[config.mk]
export PLATFORM = sky130hd
export DESIGN_NAME = rc_fork_pipe
export DESIGN_NICKNAME = d
export VERILOG_FILES = /design/src/rtl/rc_fork_pipe_pkg.sv /design/src/rtl/rc_route_calc.sv /design/src/rtl/rc_fork_pipe.sv
export SDC_FILE = /design/constraint.sdc
export NUM_CORES = 1
export LEC_CHECK = 0
export ABC_CLOCK_PERIOD_IN_PS = 2600
export BUFFER_PORTS_ARGS = -buffer_cell sky130_fd_sc_hd__buf_2
export CORE_MARGIN = 3
export CORE_UTILIZATION = 25
export DETAILED_ROUTE_END_ITERATION = 8
export PLACE_DENSITY_LB_ADDON = 0.3
export SETUP_SLACK_MARGIN = 0.2
export SYNTH_ARGS = -nofsm -noshare
export SYNTH_HDL_FRONTEND = slang
export SYNTH_SLANG_ARGS = --single-unit
[constraint.sdc]
create_clock -name clk -period 2.6 [get_ports clk]
set_input_delay 0.26 -clock clk [delete_from_list [all_inputs] [get_ports clk]]
set_output_delay 0.26 -clock clk [all_outputs]
set_load 0.02 [all_outputs]
[src/rtl/rc_fork_pipe_pkg.sv]
`default_nettype none
// ============================================================================
// Module      : rc_fork_pipe_pkg
// Description : Shared routing definitions: port indices and XY unicast route.
// Revision    : 1.0 - initial release
// ============================================================================
package rc_fork_pipe_pkg;

    localparam int PORT_N      = 0;
    localparam int PORT_E      = 1;
    localparam int PORT_S      = 2;
    localparam int PORT_W      = 3;
    localparam int PORT_L      = 4;
    localparam int NUM_UC_PORT = 5;

    // Dimension-ordered routing: resolve X first, then Y, else deliver locally.
    function automatic logic [NUM_UC_PORT-1:0] xy_route(
        input int dst,
        input int mesh_x,
        input int cur_x,
        input int cur_y
    );
        logic [NUM_UC_PORT-1:0] r;
        int dx;
        int dy;
        r  = '0;
        dx = dst % mesh_x;
        dy = dst / mesh_x;
        if (dx > cur_x)
            r[PORT_E] = 1'b1;
        else if (dx < cur_x)
            r[PORT_W] = 1'b1;
        else if (dy < cur_y)
            r[PORT_N] = 1'b1;
        else if (dy > cur_y)
            r[PORT_S] = 1'b1;
        else
            r[PORT_L] = 1'b1;
        return r;
    endfunction

endpackage
`default_nettype wire

[src/rtl/rc_route_calc.sv]
`default_nettype none
// ============================================================================
// Module      : rc_route_calc
// Description : Combinational route computation (XY unicast / mask multicast).
// Revision    : 1.0 - initial release
// ============================================================================
module rc_route_calc
    import rc_fork_pipe_pkg::*;
#(
    parameter int NETWORK_SIZE = 16,
    parameter int MESH_X       = 4,
    parameter int CUR_X        = 1,
    parameter int CUR_Y        = 1,
    parameter int NUM_PORT     = 5,
    parameter int DST_W        = (NETWORK_SIZE > 1) ? $clog2(NETWORK_SIZE) : 1
) (
    input  logic                             mc,
    input  logic [DST_W-1:0]                 dst,
    input  logic [NETWORK_SIZE-1:0]          dst_list,
    input  logic [NUM_PORT*NETWORK_SIZE-1:0] port_mask,
    output logic [NUM_PORT-1:0]              route
);

    logic [NUM_UC_PORT-1:0] w_uc;
    logic [NUM_PORT-1:0]    w_uc_ext;
    logic [NUM_PORT-1:0]    w_mc;

    assign w_uc = xy_route(int'(dst), MESH_X, CUR_X, CUR_Y);

    // Ports beyond the mesh directions are reachable only by multicast.
    for (genvar p = 0; p < NUM_PORT; p++) begin : g_port
        if (p < NUM_UC_PORT) begin : g_xy
            assign w_uc_ext[p] = w_uc[p];
        end else begin : g_mc_only
            assign w_uc_ext[p] = 1'b0;
        end
        assign w_mc[p] = |(dst_list & port_mask[p*NETWORK_SIZE +: NETWORK_SIZE]);
    end

    assign route = mc ? w_mc : w_uc_ext;

endmodule
`default_nettype wire

[src/rtl/rc_fork_pipe.sv]
`default_nettype none
// ============================================================================
// Module      : rc_fork_pipe
// Description : Route-compute stage with a one-deep fork register that emits
//               unicast flits whole and splits multicast into per-port beats.
// Revision    : 1.0 - initial release
// ============================================================================
module rc_fork_pipe
    import rc_fork_pipe_pkg::*;
#(
    parameter int NETWORK_SIZE = 16,
    parameter int MESH_X       = 4,
    parameter int CUR_X        = 1,
    parameter int CUR_Y        = 1,
    parameter int NUM_PORT     = 5,
    parameter int SPLIT_MC     = 1,
    parameter int DST_W        = (NETWORK_SIZE > 1) ? $clog2(NETWORK_SIZE) : 1
) (
    input  logic                             clk,
    input  logic                             reset,
    input  logic                             in_valid,
    output logic                             in_ready,
    input  logic                             in_mc,
    input  logic [DST_W-1:0]                 in_dst,
    input  logic [NETWORK_SIZE-1:0]          in_dstList,
    input  logic [NUM_PORT*NETWORK_SIZE-1:0] portMask,
    output logic                             out_valid,
    input  logic                             out_ready,
    output logic [NUM_PORT-1:0]              out_ppv,
    output logic [NETWORK_SIZE-1:0]          out_dstList,
    output logic                             out_last,
    output logic                             drop_pulse
);

    logic [NUM_PORT-1:0]     r_rem;
    logic                    r_mc;
    logic [NETWORK_SIZE-1:0] r_dst_list;
    logic                    r_drop;

    logic [NUM_PORT-1:0]     w_route;
    logic [NUM_PORT-1:0]     w_low;
    logic [NUM_PORT-1:0]     w_rem_next;
    logic [NETWORK_SIZE-1:0] w_sel_mask;
    logic                    w_split;
    logic                    w_valid;
    logic                    w_beat_done;
    logic                    w_accept;

    rc_route_calc #(
        .NETWORK_SIZE (NETWORK_SIZE),
        .MESH_X       (MESH_X),
        .CUR_X        (CUR_X),
        .CUR_Y        (CUR_Y),
        .NUM_PORT     (NUM_PORT),
        .DST_W        (DST_W)
    ) u_route_calc (
        .mc        (in_mc),
        .dst       (in_dst),
        .dst_list  (in_dstList),
        .port_mask (portMask),
        .route     (w_route)
    );

    assign w_split = (SPLIT_MC != 0) && r_mc;
    assign w_low   = r_rem & (~r_rem + NUM_PORT'(1));

    // Mask is looked up live so that a mask update applies from the next beat.
    always_comb begin
        w_sel_mask = '0;
        for (int p = 0; p < NUM_PORT; p++) begin
            if (w_low[p])
                w_sel_mask = w_sel_mask | portMask[p*NETWORK_SIZE +: NETWORK_SIZE];
        end
    end

    assign w_rem_next  = w_split ? (r_rem & ~w_low) : '0;
    assign w_valid     = !reset && (r_rem != '0);
    assign w_beat_done = w_valid && out_ready;
    assign w_accept    = in_valid && in_ready;

    assign out_valid   = w_valid;
    assign out_last    = w_valid && (w_rem_next == '0);
    assign out_ppv     = !w_valid ? '0 : (w_split ? w_low : r_rem);
    assign out_dstList = !w_valid ? '0 : (w_split ? (r_dst_list & w_sel_mask) : r_dst_list);
    assign in_ready    = !reset && ((r_rem == '0) || (w_beat_done && out_last));
    assign drop_pulse  = !reset && r_drop;

    always_ff @(posedge clk) begin
        if (reset) begin
            r_rem      <= '0;
            r_mc       <= 1'b0;
            r_dst_list <= '0;
            r_drop     <= 1'b0;
        end else begin
            r_drop <= 1'b0;
            if (w_accept) begin
                r_rem      <= w_route;
                r_mc       <= in_mc;
                r_dst_list <= in_dstList;
                r_drop     <= in_mc && (w_route == '0);
            end else if (w_beat_done) begin
                r_rem <= w_rem_next;
            end
        end
    end

endmodule
`default_nettype wire

==> results of run 1 <==
cells by family after synthesis:
group,after synthesis
and+or+nand+nor,84
AOI/OAI and AO/OA,108
muxes,17
DFF,23
buffers and inverters,22
cell usage in the layout, fill, tap and decap left out, drive strengths merged, types with 2 or more instances in the layout:
cell / Yosys / final
nand2b: 2 / 2
dfxtp: 23 / 23
nand4: 3 / 3
nand2: 53 / 53
and4: 2 / 2
a221oi: 12 / 12
nor3b: 2 / 2
a21oi: 4 / 4
a2111oi: 3 / 3
a311oi: 16 / 16
inv: 4 / 4
clkbuf: 12 / 4
a22o: 12 / 12
nand3: 3 / 3
nor2: 5 / 5
a222oi: 18 / 18
nor2b: 3 / 3
and3: 3 / 3
mux2: 16 / 16
nor3: 3 / 3
or4: 2 / 2
buf: 6 / 138
o21ai: 21 / 21
a22oi: 12 / 12
sequential cells by signal, summed over array words and instances (netlist names):
register / count
r_rem: 5
r_drop: 1
r_dst_list: 16
r_mc: 1
cell type report:
type	instances	area (um2)
Fill cell	900	4930
Multi-Input combinational cell	209	1460
Timing Repair Buffer	138	721
Sequential cell	23	462
Tap cell	102	128
Clock buffer	4	45.0
Inverter	4	15.0
stage by stage:
step / utilization / instance area, um2 / setup slack, ps / power (mW) / instances
finish: 0.365 / 2830 / 324 / 1.13 / 480
global route: 0.365 / 2830 / 247 / 1.19 / 480
CTS: 0.364 / 2830 / 234 / 1.12 / 480
detailed placement: 0.358 / 2780 / 521 / 0.892 / 476
global placement: 0.358 / 2780 / 546 / 0.887 / 476
floorplan: - / 2010 / 350 / 0.663 / 254
per-layer routing:
metal,GRT usage,routed length (um),vias up
met5,0,0,-
met4,0.0746,240,0
met3,0.0266,957,18
met2,0.375,5000,194
met1,0.271,3950,1341
li1,-,-,1297
final timing paths:
check | start | endpoint | slack, ps | cells after the start
setup / recovery | r_rem[3] | out_dstList[13] | 320 | 5
hold / removal | reset | r_mc | 250 | 2
setup reg to reg | r_rem[4] | r_dst_list[15] | 530 | 5
hold reg to reg | r_dst_list[10] | r_dst_list[10] | 490 | 2
what timing repair did:
| action | in CTS | in global routing |
|---|---|---|
| setup buffers | 0 | 0 |
| setup endpoints to repair | 0 | 10 |
| resized for setup | 0 | 3 |
worst max-delay path, stage by stage (launching register included):
cell,delay (ps)
dfxtp_2,390
buf_8,190
mux2_2,360
a222oi_1,420
a311oi_1,190
buf_2,190
report_power, final:
group | switching (mW) | internal (mW) | total (mW)
Combinational | 0.291 | 0.210 | 0.501
Sequential | 0.0172 | 0.380 | 0.397
Clock | 0.123 | 0.110 | 0.232
Total | 0.431 | 0.700 | 1.13
==> flow_summary_export.csv, run 1 <==
group,metric,value,unit
timing,finalCritPeriodShare,0.875,
logic_synthesis,synth_top_family_by_area,"compound AO/OA/AOI/OAI gates",
clock_tree,cts_hold_buf,0,
logic_synthesis,synth_ff_type,"dfxtp_1",
logic_synthesis,netlist.area_leader.share,0.229,
logic_synthesis,synth_seq_cells,23,
clock_tree,clockRootBuffer,"clkbuf_8",
routing,drc,4,
power_and_ir_drop,ir_drop,0.228,mV
timing,maxSlewViolCount,0,
layout,fin_nets,484,
logic_synthesis,synth_xor_area_frac,0,
routing,wl,10100,um
timing,fin_setup_tns,0,ps
clock_tree,cts_tree,"done",
run,cap_violations,0,
timing,hold_violations,0,
timing,relSlewSlack,0.553,
critical_path,crit_type,"flip-flop to output pin",
routing,routedWlPerCell,21.1,um
logic_synthesis,synth.cell_area,2010,um2
timing,hold_slack,253,ps
clock_tree,cts_made_buffers,3,
routing,via_per_inst,5.94,
logic_synthesis,ys_types,42,
timing,fin_worst_skew,6.15,ps
global_route,grt_pass1_wl,14900,um
timing,fmax,439,MHz
die,fp.dieW,95.8,um
critical_path,required,2340,ps
routing,drt_pre_antenna_iters,9,
routing,ant_nets,0,
placed_design,hpwlAfterDp,8180,um
global_route,track_usage,0.215,
power_and_ir_drop,power_leakage,1.21,nW
logic_synthesis,synth_mux_area_frac,0.0944,
routing,drtIter0Drc,334,
critical_path,worst_setup_path_end_kind,"output pin",
global_route,antenna_found_initial,0,
layout,final_layout_size_suffix_gt1_frac,0.437,
placed_design,place_congestion,0.942,
timing,final.min_clock_period,2280,ps
clock_tree,cts_sinks,23,
logic_synthesis,synth-compound-area-share,0.435,
power_and_ir_drop,pwr_density_cell,399,nW/um2
clock_tree,clk_path_buf_depth,2,
logic_synthesis,synth_adder_area_share,0,
logic_synthesis,synthArstFlopShare,0,
die,rows,32,
logic_synthesis,synthTopCellsByArea,"dfxtp_1, nand2_1, a222oi_1",
logic_synthesis,yosysSeqAreaShare,0.229,
outcome,violations,"DRC",
logic_synthesis,yosys-top-cells-count,"nand2_1, dfxtp_1, o21ai_0",
global_route,grt_max_degree,34,
outcome,outcome,"finished, violations left",
logic_synthesis,synthSimpleGateAreaFrac,0.198,
timing,rsz0062_at_grt,"no",
clock_tree,clkTransAtPathRegs,80,ps
logic_synthesis,synth-edff-count,0,
layout,num_antenna_cells,0,
die,die_y,95.8,um
clock_tree,h-tree-depth,1,
logic_synthesis,yosys_warnings,0,
die,start_util,0.259,
layout,syn2layout_area_growth,40.7,%
min_path,hp-class,"primary input to flip-flop",
critical_path,path_max_fanout,18,
timing,worst_pin_slew,653,ps
global_route,grt_pass1_vias,2759,
timing,finalSetupViolCount,0,
critical_path,start_kind,"flip-flop",
die,die_area,9170,um2
die,core_area,7770,um2
clock_tree,clock_latency,270,ps
critical_path,critical_path_arrival,2020,ps
routing,via_count,2850,
logic_synthesis,synth_cells,254,
logic_synthesis,synth_top_area_cell,"dfxtp_1",
logic_synthesis,syn_avg_cell_area,7.93,um2
global_route,gr-total-overflow,0,
logic_synthesis,synth_nets,359,
placed_design,io_buffers,129,
die,io_pins,130,
logic_synthesis,yosysMostFrequentCell,"nand2_1",
Power figures use the tool's default switching activity.
==> run 2, diff against run 1 <==
--- a/config.mk
+++ b/config.mk
@@ -6,7 +6,7 @@
 export NUM_CORES = 1
 export LEC_CHECK = 0
 export ABC_CLOCK_PERIOD_IN_PS = 2600
-export BUFFER_PORTS_ARGS = -buffer_cell sky130_fd_sc_hd__buf_2
+export BUFFER_PORTS_ARGS = -buffer_cell sky130_fd_sc_hd__clkbuf_2
 export CORE_MARGIN = 3
 export CORE_UTILIZATION = 25
 export DETAILED_ROUTE_END_ITERATION = 8
==> flow_summary_export.csv, run 2 (synthesis gave the netlist of run 1 again) <==
group,metric,value,unit
min_path,hp-class,"primary input to flip-flop",
min_path,hold_depth,2,
routing,via_per_inst,5.95,
die,core_area,7770,um2
clock_tree,cts_sinks,23,
min_path,hold_start,"reset",
die,io_pins,130,
critical_path,crit_type,"flip-flop to output pin",
critical_path,critical_path_arrival,2010,ps
layout,final_layout_size_suffix_gt1_frac,0.437,
timing,fmax,440,MHz
timing,rsz0062_at_grt,"no",
routing,drt_pre_antenna_iters,9,
die,rows,32,
layout,fill_cells,873,
routing,ant_nets,0,
global_route,grt_pass1_vias,2792,
clock_tree,clkTransAtPathRegs,90,ps
clock_tree,clockRootBuffer,"clkbuf_8",
layout,syn2layout_area_growth,40.7,%
critical_path,required,2340,ps
layout,largest_reg_flops,16,
routing,drc,0,
layout,num_antenna_cells,0,
routing,via_count,2855,
timing,relSlewSlack,0.571,
critical_path,path_max_fanout,18,
layout,final_common_cell,"clkbuf_2",
die,fp.dieW,95.8,um
layout,top_register,"r_dst_list",
die,start_util,0.259,
clock_tree,cts_hold_buf,0,
global_route,grt_pass1_wl,14900,um
critical_path,worst_setup_path_end_kind,"output pin",
timing,hold_violations,0,
layout,final_cell_mix,"clkbuf_2, nand2_1, dfxtp_1, o21ai_0, a222oi_1",
routing,routedWlPerCell,20.9,um
power_and_ir_drop,power_leakage,1.21,nW
global_route,antenna_found_initial,0,
critical_path,r2r_start,"r_rem[1]",
layout,multiInputGateArea,1460,um2
critical_path,r2r_end,"r_dst_list[14]",
clock_tree,cts_tree,"done",
clock_tree,postCtsSetupBuffers,0,
clock_tree,h-tree-depth,1,
critical_path,r2r_setup_slack,420,ps
placed_design,hpwlAfterDp,8120,um
global_route,gr-total-overflow,0,
die,die_y,95.8,um
timing,fin_worst_skew,4.42,ps
timing,worst_pin_slew,627,ps
clock_tree,cts_made_buffers,3,
timing,finalSetupViolCount,0,
timing,final.min_clock_period,2270,ps
timing,maxSlewViolCount,0,
global_route,track_usage,0.215,
timing,finalCritPeriodShare,0.874,
critical_path,setup.worst_path.start,"r_rem[3]",
power_and_ir_drop,ir_drop,0.149,mV
clock_tree,post_cts_resized,0,
routing,drtIter0Drc,284,
layout,top_regs,"r_dst_list x16, r_rem x5",
routing,wl,10000,um
layout,fin_cells,480,
layout,final-seq-area,462,um2
placed_design,io_buffers,129,
min_path,holdPathEnd,"r_mc",
global_route,grt_max_degree,34,
timing,fin_setup_tns,0,ps
placed_design,place_congestion,0.895,
clock_tree,clock_latency,270,ps
clock_tree,clk_path_buf_depth,2,
layout,fin_util,0.365,
outcome,outcome,"complete, no violations",
critical_path,r2r_cells,5,
run,cap_violations,0,
power_and_ir_drop,pwr_density_cell,398,nW/um2
layout,fin_nets,484,
die,die_area,9170,um2
critical_path,start_kind,"flip-flop",
placed_design,placed_cells,476,
## run 2: changes by cell type in the layout (fill, tap and decap cells not counted)
cell,before,now
buf_2,129,0
clkbuf_2,0,129
## run 2: cell type report
class,count,share of cell area
multi-input combinational,209,0.517
timing repair buffer,138,0.254
sequential,23,0.163
tap,102,0.0450
clock buffer,4,0.0159
inverter,4,0.00530
## run 2: worst max-delay path by stage
stage	to	slack (ps)
3_3_place_gp	out_dstList[13]	540
6_report	out_dstList[12]	330
2_1_floorplan	out_dstList[10]	350
3_5_place_dp	r_dst_list[1]	540
4_1_cts	out_dstList[13]	230
5_1_grt	r_dst_list[1]	190
## run 2: power breakdown
group | leakage, nW | switching [mW] | total (mW) | internal [mW]
logic | 1.00 | 0.289 | 0.498 | 0.209
clock network | 0.0228 | 0.122 | 0.232 | 0.110
registers | 0.190 | 0.0170 | 0.397 | 0.380
total | 1.21 | 0.428 | 1.13 | 0.699
## run 2: critical path, stage by stage (launching register included)
cell	delay, ps
dfxtp_2	390
buf_8	180
mux2_2	350
a222oi_1	450
a311oi_1	170
clkbuf_2	180
## run 2: routing by layer
metal  up-vias  share of wire  GRT usage
li1       1301              -          -
met1      1342           0.37      0.269
met2       190           0.50      0.375
met3        22           0.10     0.0383
met4         0          0.023     0.0628
met5         -              0          0
## run 2: per-stage QoR
stage	setup WS (ps)	hold WS, ps	cell area, um2	power, mW
after floorplan	350	332	2010	0.663
after global placement	544	470	2780	0.889
after detailed placement	538	478	2780	0.892
after CTS	234	248	2830	1.12
after global routing	189	252	2830	1.19
final	327	247	2830	1.13
